===== src/rtl/vision_msg_poller.sv =====
// Avalon-MM master for the image-processor register slave: ID check, periodic status poll,
// bounded message drain onto a valid/ready object stream. Optional macro: VISION_POLL_FILTER_EN.
module vision_msg_poller #(
  parameter int unsigned POLL_INTERVAL = 4096,
  parameter int unsigned MAX_BURST     = 8,
  parameter logic [31:0] ID_VALUE      = 32'h1234EEE2
) (
  input  logic        clk,
  input  logic        reset_n,
  input  logic        enable,
  input  logic        flush_req,
  output logic        m_chipselect,
  output logic        m_read,
  output logic        m_write,
  output logic [2:0]  m_address,
  output logic [31:0] m_writedata,
  input  logic [31:0] m_readdata,
  output logic        obj_valid,
  input  logic        obj_ready,
  output logic [2:0]  obj_colour,
  output logic [10:0] obj_xmin,
  output logic [10:0] obj_xmax,
  output logic        obj_present,
  output logic        id_ok,
  output logic [7:0]  bad_tag_cnt,
  output logic [3:0]  dbg_state
);

  localparam int unsigned TW = $clog2(POLL_INTERVAL);
  localparam logic [TW-1:0] TIMER_RELOAD = TW'(POLL_INTERVAL - 1);
  localparam logic [7:0]    BURST_LIMIT  = 8'(MAX_BURST);

  typedef enum logic [3:0] {
    ID_RD, ID_WAIT, ERR, IDLE, FLUSH, ST_RD, ST_WAIT, MSG_RD, MSG_WAIT, OUT
  } state_t;

  state_t        state, state_next;
  logic [TW-1:0] timer;
  logic [7:0]    remain;
  logic          flush_pend;

  logic [4:0]  msg_tag;
  logic [10:0] msg_xmin, msg_xmax;
  logic [7:0]  status_n;
  logic        tag_valid, msg_forward, msg_last, timer_zero;

  logic reload_timer, count_timer, load_remain, dec_remain;
  logic capture_obj, bad_tag, set_id_ok, clr_flush;

  assign msg_tag    = m_readdata[31:27];
  assign msg_xmin   = m_readdata[26:16];
  assign msg_xmax   = m_readdata[10:0];
  assign status_n   = m_readdata[15:8];
  assign tag_valid  = (msg_tag >= 5'd1) && (msg_tag <= 5'd6);
  assign msg_last   = (remain == 8'd1);
  assign timer_zero = (timer == '0);

`ifdef VISION_POLL_FILTER_EN
  assign msg_forward = tag_valid && (msg_xmin <= msg_xmax);
`else
  assign msg_forward = tag_valid;
`endif

  always_ff @(posedge clk) begin
    if (!reset_n) state <= ID_RD;
    else          state <= state_next;
  end

  // Object stream: obj_valid is high throughout OUT and the record fields are frozen there;
  // a record transfers on the rising edge where obj_valid and obj_ready are both high.
  always_comb begin
    state_next   = state;
    reload_timer = 1'b0;
    count_timer  = 1'b0;
    load_remain  = 1'b0;
    dec_remain   = 1'b0;
    capture_obj  = 1'b0;
    bad_tag      = 1'b0;
    set_id_ok    = 1'b0;
    clr_flush    = 1'b0;
    m_read       = 1'b0;
    m_write      = 1'b0;
    m_address    = 3'd0;
    m_writedata  = 32'd0;
    case (state)
      ID_RD: begin
        m_read     = 1'b1;
        m_address  = 3'd2;
        state_next = ID_WAIT;
      end
      ID_WAIT: begin
        reload_timer = 1'b1;
        if (m_readdata == ID_VALUE) begin
          set_id_ok  = 1'b1;
          state_next = IDLE;
        end else begin
          state_next = ERR;
        end
      end
      ERR: begin
        count_timer = 1'b1;
        if (timer_zero) state_next = ID_RD;
      end
      IDLE: begin
        count_timer = 1'b1;
        if (flush_pend)                state_next = FLUSH;
        else if (timer_zero && enable) state_next = ST_RD;
      end
      FLUSH: begin
        m_write     = 1'b1;
        m_writedata = 32'h10;
        clr_flush   = 1'b1;
        state_next  = IDLE;
      end
      ST_RD: begin
        m_read     = 1'b1;
        state_next = ST_WAIT;
      end
      ST_WAIT: begin
        if (status_n == 8'd0) begin
          reload_timer = 1'b1;
          state_next   = IDLE;
        end else begin
          load_remain = 1'b1;
          state_next  = MSG_RD;
        end
      end
      MSG_RD: begin
        m_read     = 1'b1;
        m_address  = 3'd1;
        state_next = MSG_WAIT;
      end
      MSG_WAIT: begin
        if (msg_forward) begin
          capture_obj = 1'b1;
          state_next  = OUT;
        end else begin
          // Dropped messages still consume one slot of the burst.
          bad_tag      = !tag_valid;
          dec_remain   = 1'b1;
          reload_timer = msg_last;
          state_next   = msg_last ? IDLE : MSG_RD;
        end
      end
      OUT: begin
        if (obj_ready) begin
          dec_remain   = 1'b1;
          reload_timer = msg_last;
          state_next   = msg_last ? IDLE : MSG_RD;
        end
      end
      default: state_next = ID_RD;
    endcase
    if (!reset_n) begin
      m_read      = 1'b0;
      m_write     = 1'b0;
      m_address   = 3'd0;
      m_writedata = 32'd0;
    end
  end

  assign m_chipselect = m_read | m_write;
  assign obj_valid    = reset_n && (state == OUT);
  assign dbg_state    = state;

  always_ff @(posedge clk) begin
    if (!reset_n) begin
      timer       <= TIMER_RELOAD;
      remain      <= 8'd0;
      flush_pend  <= 1'b0;
      id_ok       <= 1'b0;
      bad_tag_cnt <= 8'd0;
      obj_colour  <= 3'd0;
      obj_xmin    <= 11'd0;
      obj_xmax    <= 11'd0;
      obj_present <= 1'b0;
    end else begin
      // A request landing in the FLUSH cycle re-arms the latch instead of being cleared.
      flush_pend <= (flush_pend && !clr_flush) || flush_req;
      if (reload_timer)                   timer <= TIMER_RELOAD;
      else if (count_timer && !timer_zero) timer <= timer - TW'(1);
      if (load_remain)
        remain <= (status_n > BURST_LIMIT) ? BURST_LIMIT : status_n;
      else if (dec_remain)
        remain <= remain - 8'd1;
      if (set_id_ok) id_ok <= 1'b1;
      if (bad_tag && bad_tag_cnt != 8'hFF) bad_tag_cnt <= bad_tag_cnt + 8'd1;
      if (capture_obj) begin
        obj_colour  <= msg_tag[2:0];
        obj_xmin    <= msg_xmin;
        obj_xmax    <= msg_xmax;
        obj_present <= (msg_xmin <= msg_xmax);
      end
    end
  end

endmodule

===== config.mk =====
export PLATFORM = sky130hd
export DESIGN_NAME = vision_msg_poller
export DESIGN_NICKNAME = d
export VERILOG_FILES = /design/src/rtl/vision_msg_poller.sv
export SDC_FILE = /design/constraint.sdc
export NUM_CORES = 1
export LEC_CHECK = 0
export CORE_MARGIN = 2
export CORE_UTILIZATION = 46
export DETAILED_ROUTE_END_ITERATION = 6
export PLACE_DENSITY = 0.88
export SYNTH_ARGS = -nofsm -noshare
export SYNTH_HDL_FRONTEND = slang
export SYNTH_SLANG_ARGS = --single-unit
export TNS_END_PERCENT = 5

===== constraint.sdc =====
create_clock -name clk -period 2.05 [get_ports clk]
set_input_delay 0.41 -clock clk [delete_from_list [all_inputs] [get_ports clk]]
set_output_delay 0.41 -clock clk [all_outputs]
set_load 0.02 [all_outputs]

; ---- Yosys cells after proc, flatten, opt, wreduce, memory -nomap -nowiden
; Index checks and enable logic that the tools add are counted.
; W data, S select, Z words.
[totals]
ff_bits = 60
input_bits = 37
elab_cells = 88
[op_classes]
add_sub_neg = 3
n_lt_le_gt_ge = 4
eq_ne = 15
n_mux = 36
n_bitwise = 2
reduce_logical = 18
[op_table]
columns = op, n
row1 = $pmux W4 S10, 1
row2 = $eq A32 B29 Y1 const B, 1
row3 = $mux W32, 1
row4 = $mux W8, 3
row5 = $mux W4, 5
row6 = $mux W1, 19
row7 = $eq A4 B3 Y1 const B, 4
row8 = $logic_not A12 Y1, 1
row9 = $sub A12 B1 Y12 const B, 1
row10 = $le A11 B11 Y1, 1
row11 = $mux W3, 3
row12 = $add A8 B1 Y8 const B, 1
row13 = $eq A4 B2 Y1 const B, 2
row14 = $eq A4 B4 Y1 const B, 2
row15 = $eq A8 B1 Y1 const B, 1
row16 = $gt A8 B4 Y1 const B, 1
row17 = $logic_not A8 Y1, 1
row18 = $ne A8 B8 Y1 const B, 1
row19 = $sub A8 B1 Y8 const B, 1
row20 = $logic_and A1 B1 Y1, 6
row21 = $ge A5 B1 Y1 const B, 1
row22 = $le A5 B3 Y1 const B, 1
row23 = $mux W5, 1
row24 = $eq A4 B1 Y1 const B, 1
row25 = 14 further kinds, 18

; ---- Depth between registers and ports, before layout
; Gate-level depths: netlist of the first run.
[logic_depth]
word_depth = 6
ltp_mapped = 7

; ---- Least setup slack after synthesis of the first run
; No wires, ideal clock.
[synth_timing]
path_type = register to output
start = register state[0] (netlist: dbg_state[0])
end = output port m_address[1]
arrival_ps = 1493
required_time_ps = 1640
setup_slack_ps = 147
stages_incl_launch_ff = 4
path_buffers = 2
cell_sequence = dfxtp_1 -> buf_2 -> clkbuf_1 -> nor4_1
[synth_via]
elab_chain_cells = 3
word_cells_on_any_way = 4
cone_classes = eq/ne (1) / mux (2) / reduce/logical (1)
[synth_lines]
columns = item, line
row1 = from (decl), 37  ; state_t state, state_next;
row2 = from (signal assigned), 66  ; else state <= state_next;
row3 = $eq A4 B3 Y1 / $logic_not A4 Y1 (equally long branches), 85  ; case (state)
row4 = $pmux W2 S2 *, 85
row5 = $mux W3 *, 154  ; if (!reset_n) begin
row6 = to (decl), 15  ; output logic [2:0] m_address,
; Every way passes the cells marked *; elsewhere a longest branch is shown, timed or not.

; ---- Worst setup path after layout of the first run
[layout_timing]
start = register state[2] (netlist: dbg_state[2])
end = output port dbg_state[2]
[layout_lines]
columns = item, line
row1 = to (decl), 26  ; output logic [3:0] dbg_state
; No word-level cell between the ends.

==> summary.txt, run 1 <==
Run status
  • Outcome: completed

Logic synthesis
  • EDFF count, synth: 0
  • Top_reg_cell synth: dfxtp_1
  • Synth cell types: 61
  • Post-synth ARST share: 0
  • Cell count after synthesis: 443
  • Area of the mapped netlist: 3493 µm²
  • Synth warn: 0
  • Syn_area_per_cell: 7.886 µm²
  • Sequential share of the synthesized area: 0.3438
  • Yosys reg bits: 60

Timing
  • Slew HR: 0.5501
  • Slack of the critical path: 0.04786 ns
  • Clock Skew: 0.006862 ns
  • Final hold vios: 0
  • Final Critical Period: 2.002 ns
  • Fin. max-slew vios: 0
  • Least-Margin Pin Slew: 0.6654 ns
  • Period utilisation layout: 0.9767
  • Max frequency: 499.5 MHz
  • Number of setup violations in the final report: 0
  • RSZ-0062 raised after global routing: true

Worst setup path
  • Critical path's top delay family: buffers and inverters
  • Worst path max stage delay: 0.63 ns
  • Crit path buf inv count: 2
  • WP data required: 1.64 ns
  • CP Launch Type: register
  • Crit path cell chain: buf_4, clkdlybuf4s50_1
  • Worst Path Arrival: 1.59 ns
  • Slowest-stage cell, CP: clkdlybuf4s50_1
  • Worst Path Max Fanout: 12
  • Worst Path Class, Setup: register to primary output
  • Worst setup EP type: primary output

Flow run
  • MaxCap Viol Count: 0

Global route
  • Total track usage: 0.2339
  • First-pass GRT wire length: 15700 µm
  • Largest net degree at the start of global routing: 40
  • Number of global-route vias before repair: 3382
  • Initial antenna violation count: 0
  • Gr ovfl total: 0

Detailed routing
  • Vias per cell: 5.258
  • Iter 0 DRT Violations: 158
  • Post-DRT Antenna Nets: 0
  • DRT Pass-1 Iters: 4
  • Post-Route WL: 9691 µm
  • Vias: 3502
  • Drc violations: 0
  • WL/cell: 14.55 µm

CTS
  • Cts hold-fix bufs: 0
  • Clk_lat worst skew: 0.35 ns
  • Post-CTS setup buffers: 0
  • CTS Root Cell: clkbuf_8
  • CTS Buf Count: 9
  • Clk buf depth: 2
  • TritonCTS Sinks: 60
  • CTS tree: yes
  • Clock transition at path regs: 0.07 ns
  • H-tree depth: 3

Final layout
  • Fillers: 628
  • Design Area, Final: 4817 µm²
  • Final non-filler cell total: 666
  • Area grow syn2layout: 37.89%
  • Layout cells sized above 1: 0.1499
  • Final Net Count: 615
  • Inserted Diodes: 0

Floorplanning
  • Initial core utilization: 0.4791
  • Die area: 8307 µm²
  • Core Region: 7292 µm²
  • Die Span Y: 91.15 µm
  • Chip width: 91.15 µm
  • Cell row count: 31
  • Ports: 115

Worst hold path
  • Worst Hold Class: register to register

Place
  • Cell area after placement: 4589 µm²
  • Post-placement setup slack: -0.4872 ns
  • Dpl cells: 650
  • I/O Buffers: 82
  • Post-DP HPWL: 7178 µm
  • GP Congestion: 0.8539

Pwr
  • Worst vdd ir: 0.0003540 V
  • Pwr/cell area: 637.0 nW/µm²
  • Total power: 0.003069 W
  • Leak: 1.844 nW
-- cell usage in the layout (no fill, tap or decap), types with 6 or more instances in the layout --
cell type and n:
ha_1 16, nor2_1 28, clkbuf_8 11, buf_4 45, xnor2_1 8, clkdlybuf4s50_1 75
conb_1 32, xor2_1 13, dfxtp_1 59, inv_1 22, nor3_1 16, a21oi_1 42
nand3_1 9, nand4_1 15, nand2_1 76, o21ai_0 10, nor4_1 6
-- cell type report --
class	count	area (µm²)	area share
repair buffers	128	1154	0.2395
inverters	22	82.58	0.01714
clock buffers	12	155.1	0.03221
flip-flops and latches	60	1205	0.2501
clock inverters	4	47.55	0.009870
multi-input cells	341	2049	0.4255
well taps	99	123.9	0.02571
-- metrics by stage --
step	utilization	TNS (ns)	hold WS, ns
after floorplan	-	0	0.4604
after global placement	0.6294	-16.73	0.4428
after detailed placement	0.6294	-20.52	0.4487
after CTS	0.6597	0	0.4580
after global routing	0.6606	-0.06538	0.4730
final	0.6606	0	0.4574
-- cells in the mapped netlist (4+ instances only) --
cell / number / area, µm²
a211oi_1: 4 / 30.03
a21oi_1: 42 / 210.2
buf_2: 6 / 30.03
buf_4: 33 / 247.7
clkbuf_1: 12 / 45.04
dfxtp_1: 60 / 1201
ha_1: 16 / 200.2
inv_1: 22 / 82.58
nand2_1: 76 / 285.3
nand2b_1: 4 / 25.02
nand3_1: 9 / 45.04
nand4_1: 15 / 93.84
nor2_1: 28 / 105.1
nor2b_1: 4 / 25.02
nor3_1: 18 / 90.09
nor3b_1: 4 / 30.03
nor4_1: 7 / 43.79
o21ai_0: 10 / 50.05
xnor2_1: 8 / 70.07
xor2_1: 13 / 113.9
-- metal layers --
layer,part of all wire,routed length [µm],up-vias,GRT usage
met5,0,0,-,0
met4,0.020,190,0,0.1023
met3,0.068,662,23,0.05975
met2,0.50,4800,132,0.4105
met1,0.42,4036,1636,0.2671
li1,-,-,1711,-
-- cells by family (layout without fill, tap and decap cells) --
logic type	count (synthesis)	in the layout	share of synthesized area
AND/OR/NAND/NOR	192	192	0.2812
AO/OA/AOI/OAI	79	79	0.1451
buffers and inverters	73	166	0.1160
flip-flops	60	60	0.3438
XOR/XNOR	21	21	0.05265
adder cells (fa/ha/maj)	16	16	0.05731
other	1	32	0.001073
multiplexers	1	1	0.002865
-- report_power, final --
part | internal [W] | switching (W) | total [W]
Clock | 0.000624 | 0.000477 | 0.00110
Combinational | 0.000319 | 0.000412 | 0.000730
Sequential | 0.00119 | 0.0000429 | 0.00124
-- tightest hold or removal path: cells and delay by family, from the launching register on --
kind	cells	cell delay [ns]
compound gates	1	0.05
flops	1	0.31
simple gates	1	0.05
-- registers in the layout, summed over array words and instances, names as in the netlist, 3 cells and up --
register and flops:
bad_tag_cnt 8, dbg_state 4, obj_colour 3, obj_xmax 11, obj_xmin 11, remain 8, timer 12
-- path summary, 6_finish.rpt --
kind	start	endpoint	cells past startpoint	slack, ns
worst max register to register	dbg_state[0]	bad_tag_cnt[4]	6	0.08
worst min register to register	obj_xmax[10]	obj_xmax[10]	2	0.46
worst max-delay path	dbg_state[2]	dbg_state[2]	2	0.05
worst min-delay path	obj_xmax[10]	obj_xmax[10]	2	0.46
-- what timing repair did --
item / in CTS / in global routing
resized for setup: 16 / 15
cloned: 0 / 0
setup endpoints to repair: 45 / 22
pin swaps: 0 / 1
No activity file was read; power rests on OpenSTA's default activity.
==> inputs of run 2 (changes only) <==
--- a/config.mk
+++ b/config.mk
@@ -5,10 +5,12 @@
 export SDC_FILE = /design/constraint.sdc
 export NUM_CORES = 1
 export LEC_CHECK = 0
+export ABC_CLOCK_PERIOD_IN_PS = 2200
 export CORE_MARGIN = 2
 export CORE_UTILIZATION = 46
 export DETAILED_ROUTE_END_ITERATION = 6
 export PLACE_DENSITY = 0.88
+export RECOVER_POWER = 25
 export SYNTH_ARGS = -nofsm -noshare
 export SYNTH_HDL_FRONTEND = slang
 export SYNTH_SLANG_ARGS = --single-unit
==> constraint.sdc (replaced) <==
create_clock -name clk -period 2.2 [get_ports clk]
set_input_delay 0.44 -clock clk [delete_from_list [all_inputs] [get_ports clk]]
set_output_delay 0.44 -clock clk [all_outputs]
set_load 0.02 [all_outputs]
==> run 2 against run 1 <==
Net effect: clock skew hardly changed; clock power down 12%; sequential cell count stayed put; sequential share of layout area grew 0.42 points; non-clock buffer count is 6 lower; global-route usage down 0.53 points; register-to-register slack improved by 0.09 ns; critical endpoint is now m_writedata[4]; largest cell class unchanged; highest routed layer unchanged.
==> summary.txt, run 2 (synthesized netlist as in run 1, its figures left out) <==
Timing
  • Least-Margin Pin Slew: 0.8633 ns (was 0.6654 ns)
  • Fin. max-slew vios: 0 (unchanged)
  • Max frequency: 467.1 MHz
  • Worst-case hold slack: 0.4531 ns (was 0.4574 ns)
  • Final Critical Period: 2.141 ns
  • RSZ-0062 raised after global routing: true (unchanged)
  • Slack of the critical path: 0.05912 ns (was 0.04786 ns)
  • Slew HR: 0.4245 (was 0.5501)
  • Final hold vios: 0 (unchanged)
  • Period utilisation layout: 0.9731
  • Number of setup violations in the final report: 0 (unchanged)
  • Clock Skew: 0.006469 ns (was 0.006862 ns)

Run status
  • Outcome: completed (unchanged)

Pwr
  • Pwr/cell area: 585.1 nW/µm² (was 637.0 nW/µm²)
  • Sw Share: 0.3073 (was 0.3036)
  • Switch Pwr: 0.0008509 W (was 0.0009315 W)
  • Worst vdd ir: 0.0004084 V (was 0.0003540 V)
  • Leak: 1.908 nW (was 1.844 nW)
  • Internal power: 0.001918 W (was 0.002137 W)
  • Sequential Power Share: 0.421 (was 0.403)
  • Power share of the clock group: 0.348 (was 0.359)
  • Comb power frac: 0.231 (was 0.238)

Worst setup path
  • Worst setup EP type: primary output (unchanged)
  • Worst Path Class, Setup: input port to primary output (was register to primary output)
  • Cell count of the worst reg-to-reg path: 6 (unchanged)
  • CP Launch Type: input port (was register)
  • Worst reg2reg startpoint: dbg_state[1] (was dbg_state[0])
  • Reg2reg end: bad_tag_cnt[4] (unchanged)
  • Worst Path Max Fanout: 4 (was 12)
  • R2R Setup Slk: 0.17 ns (was 0.08 ns)
  • Worst Path Arrival: 1.70 ns (was 1.59 ns)
  • WP data required: 1.76 ns (was 1.64 ns)

CTS
  • CTS Buf Count: 9 (unchanged)
  • Clk_lat worst skew: 0.35 ns (about the same)
  • Clock transition at path regs: 0.06 ns (was 0.07 ns)
  • CTS tree: yes (unchanged)
  • Cts hold-fix bufs: 0 (unchanged)
  • H-tree depth: 3 (unchanged)
  • Clk buf depth: 2 (unchanged)
  • CTS Root Cell: clkbuf_8 (unchanged)
  • TritonCTS Sinks: 60 (unchanged)

Place
  • Post-DP HPWL: 7229 µm (was 7178 µm)
  • Post-placement setup slack: -0.3825 ns (was -0.4872 ns)
  • GP Congestion: 0.8643 (was 0.8539)
  • Dpl cells: 644 (was 650)
  • I/O Buffers: 82 (unchanged)

Floorplanning
  • Die area: 8307 µm² (unchanged)
  • Cell row count: 31 (unchanged)
  • Initial core utilization: 0.4791 (unchanged)
  • Chip width: 91.15 µm (unchanged)
  • Die Span Y: 91.15 µm (unchanged)
  • Core Region: 7292 µm² (unchanged)
  • Ports: 115 (unchanged)

Detailed routing
  • Vias: 3454 (was 3502)
  • WL/cell: 14.29 µm (was 14.55 µm)
  • Post-Route WL: 9417 µm (was 9691 µm)
  • Post-DRT Antenna Nets: 0 (unchanged)
  • DRT Pass-1 Iters: 4 (unchanged)
  • Drc violations: 0 (unchanged)
  • Iter 0 DRT Violations: 250 (was 158)
  • Vias per cell: 5.241 (was 5.258)

Final layout
  • Top reg by flops: timer (unchanged)
  • Inserted Diodes: 0 (unchanged)
  • Area of the multi-input gates: 2019 µm² (was 2049 µm²)
  • Most common cell after layout, fill and taps aside: nand2_1 (unchanged)
  • FF/Latch Area: 1204 µm² (was 1205 µm²)
  • Final Net Count: 609 (was 615)
  • Area grow syn2layout: 35.46% (was 37.89%)
  • Post-Route Utilization: 0.6489 (was 0.6606)
  • Final non-filler cell total: 659 (was 666)
  • Most frequent cells in the layout: nand2_1 (76), dfxtp_1 (58), clkdlybuf4s50_1 (51) (was nand2_1 (76), clkdlybuf4s50_1 (75), dfxtp_1 (59))
  • Layout cells sized above 1: 0.1268 (was 0.1499)
  • Flip-flop count of the largest register after layout: 12 (unchanged)
  • Largest regs: timer x12, obj_xmax x11, obj_xmin x11 (unchanged)
  • Fillers: 623 (was 628)

Global route
  • Gr ovfl total: 0 (unchanged)
  • First-pass GRT wire length: 15320 µm (was 15700 µm)
  • Number of global-route vias before repair: 3334 (was 3382)
  • Initial antenna violation count: 0 (unchanged)
  • Total track usage: 0.2286 (was 0.2339)
  • Largest net degree at the start of global routing: 40 (unchanged)

Worst hold path
  • WHS Endpoint: obj_xmin[5] (was obj_xmax[10])
  • Hold path depth: 2 (unchanged)
  • HP Start: obj_xmin[5] (was obj_xmax[10])
  • Worst Hold Class: register to register (unchanged)

Flow run
  • MaxCap Viol Count: 0 (unchanged)
-- run 2: how the worst max path moves through the flow --
stage | to | slack, ns | depth (start not counted) | startpoint
3_3_place_gp | timer[1] | -0.26 | 6 | m_readdata[27]
6_report | m_writedata[4] | 0.06 | 4 | reset_n
4_1_cts | m_address[0] | 0.03 | 4 | reset_n
5_1_grt | m_writedata[4] | -0.02 | 4 | reset_n
2_1_floorplan | m_address[0] | 0.26 | 4 | reset_n
3_5_place_dp | obj_present | -0.38 | 6 | m_readdata[27]
-- run 2: layout make-up --
type / count / share of cell area
repair buffers: 122 / 0.2356
clock inverters: 1 / 0.001058
well taps: 99 / 0.02618
clock buffers: 14 / 0.03860
inverters: 22 / 0.01745
flip-flops and latches: 60 / 0.2544
multi-input cells: 341 / 0.4268
-- run 2: power groups by stage --
| stage | registers, W | clock network (W) | logic, W |
|---|---|---|---|
| 5_1_grt | 0.00117 | 0.00102 | 0.000697 |
| 2_1_floorplan | 0.00117 | 0 | 0.000416 |
| 4_1_cts | 0.00117 | 0.000972 | 0.000636 |
| 3_5_place_dp | 0.00119 | 0 | 0.000638 |
| 3_3_place_gp | 0.00118 | 0 | 0.000614 |
| 6_report | 0.00117 | 0.000963 | 0.000639 |
-- run 2: through the flow --
stage,TNS [ns],instance area [µm²],power [W]
2_1_floorplan,0,3610,0.001590
3_3_place_gp,-9.123,4544,0.001798
3_5_place_dp,-14.47,4544,0.001826
4_1_cts,0,4742,0.002773
5_1_grt,-0.03117,4732,0.002892
6_report,0,4732,0.002769
-- run 2: worst max-delay path: stages --
cell	delay, ns
clkdlybuf4s50_1	0.58
nand2b_1	0.14
nor2_1	0.17
dlygate4sd2_1	0.37
-- run 2: what timing repair did --
action	4_1_cts	5_1_grt
endpoints found under the setup margin	11	4
pin swaps	0	0
gates resized for setup	11	6
setup buffers	0	0
-- run 2: metal layers --
layer / part of all wire / GRT usage
met5: 0 / 0
met4: 0.014 / 0.06439
met3: 0.072 / 0.08299
met2: 0.50 / 0.4031
met1: 0.41 / 0.2588
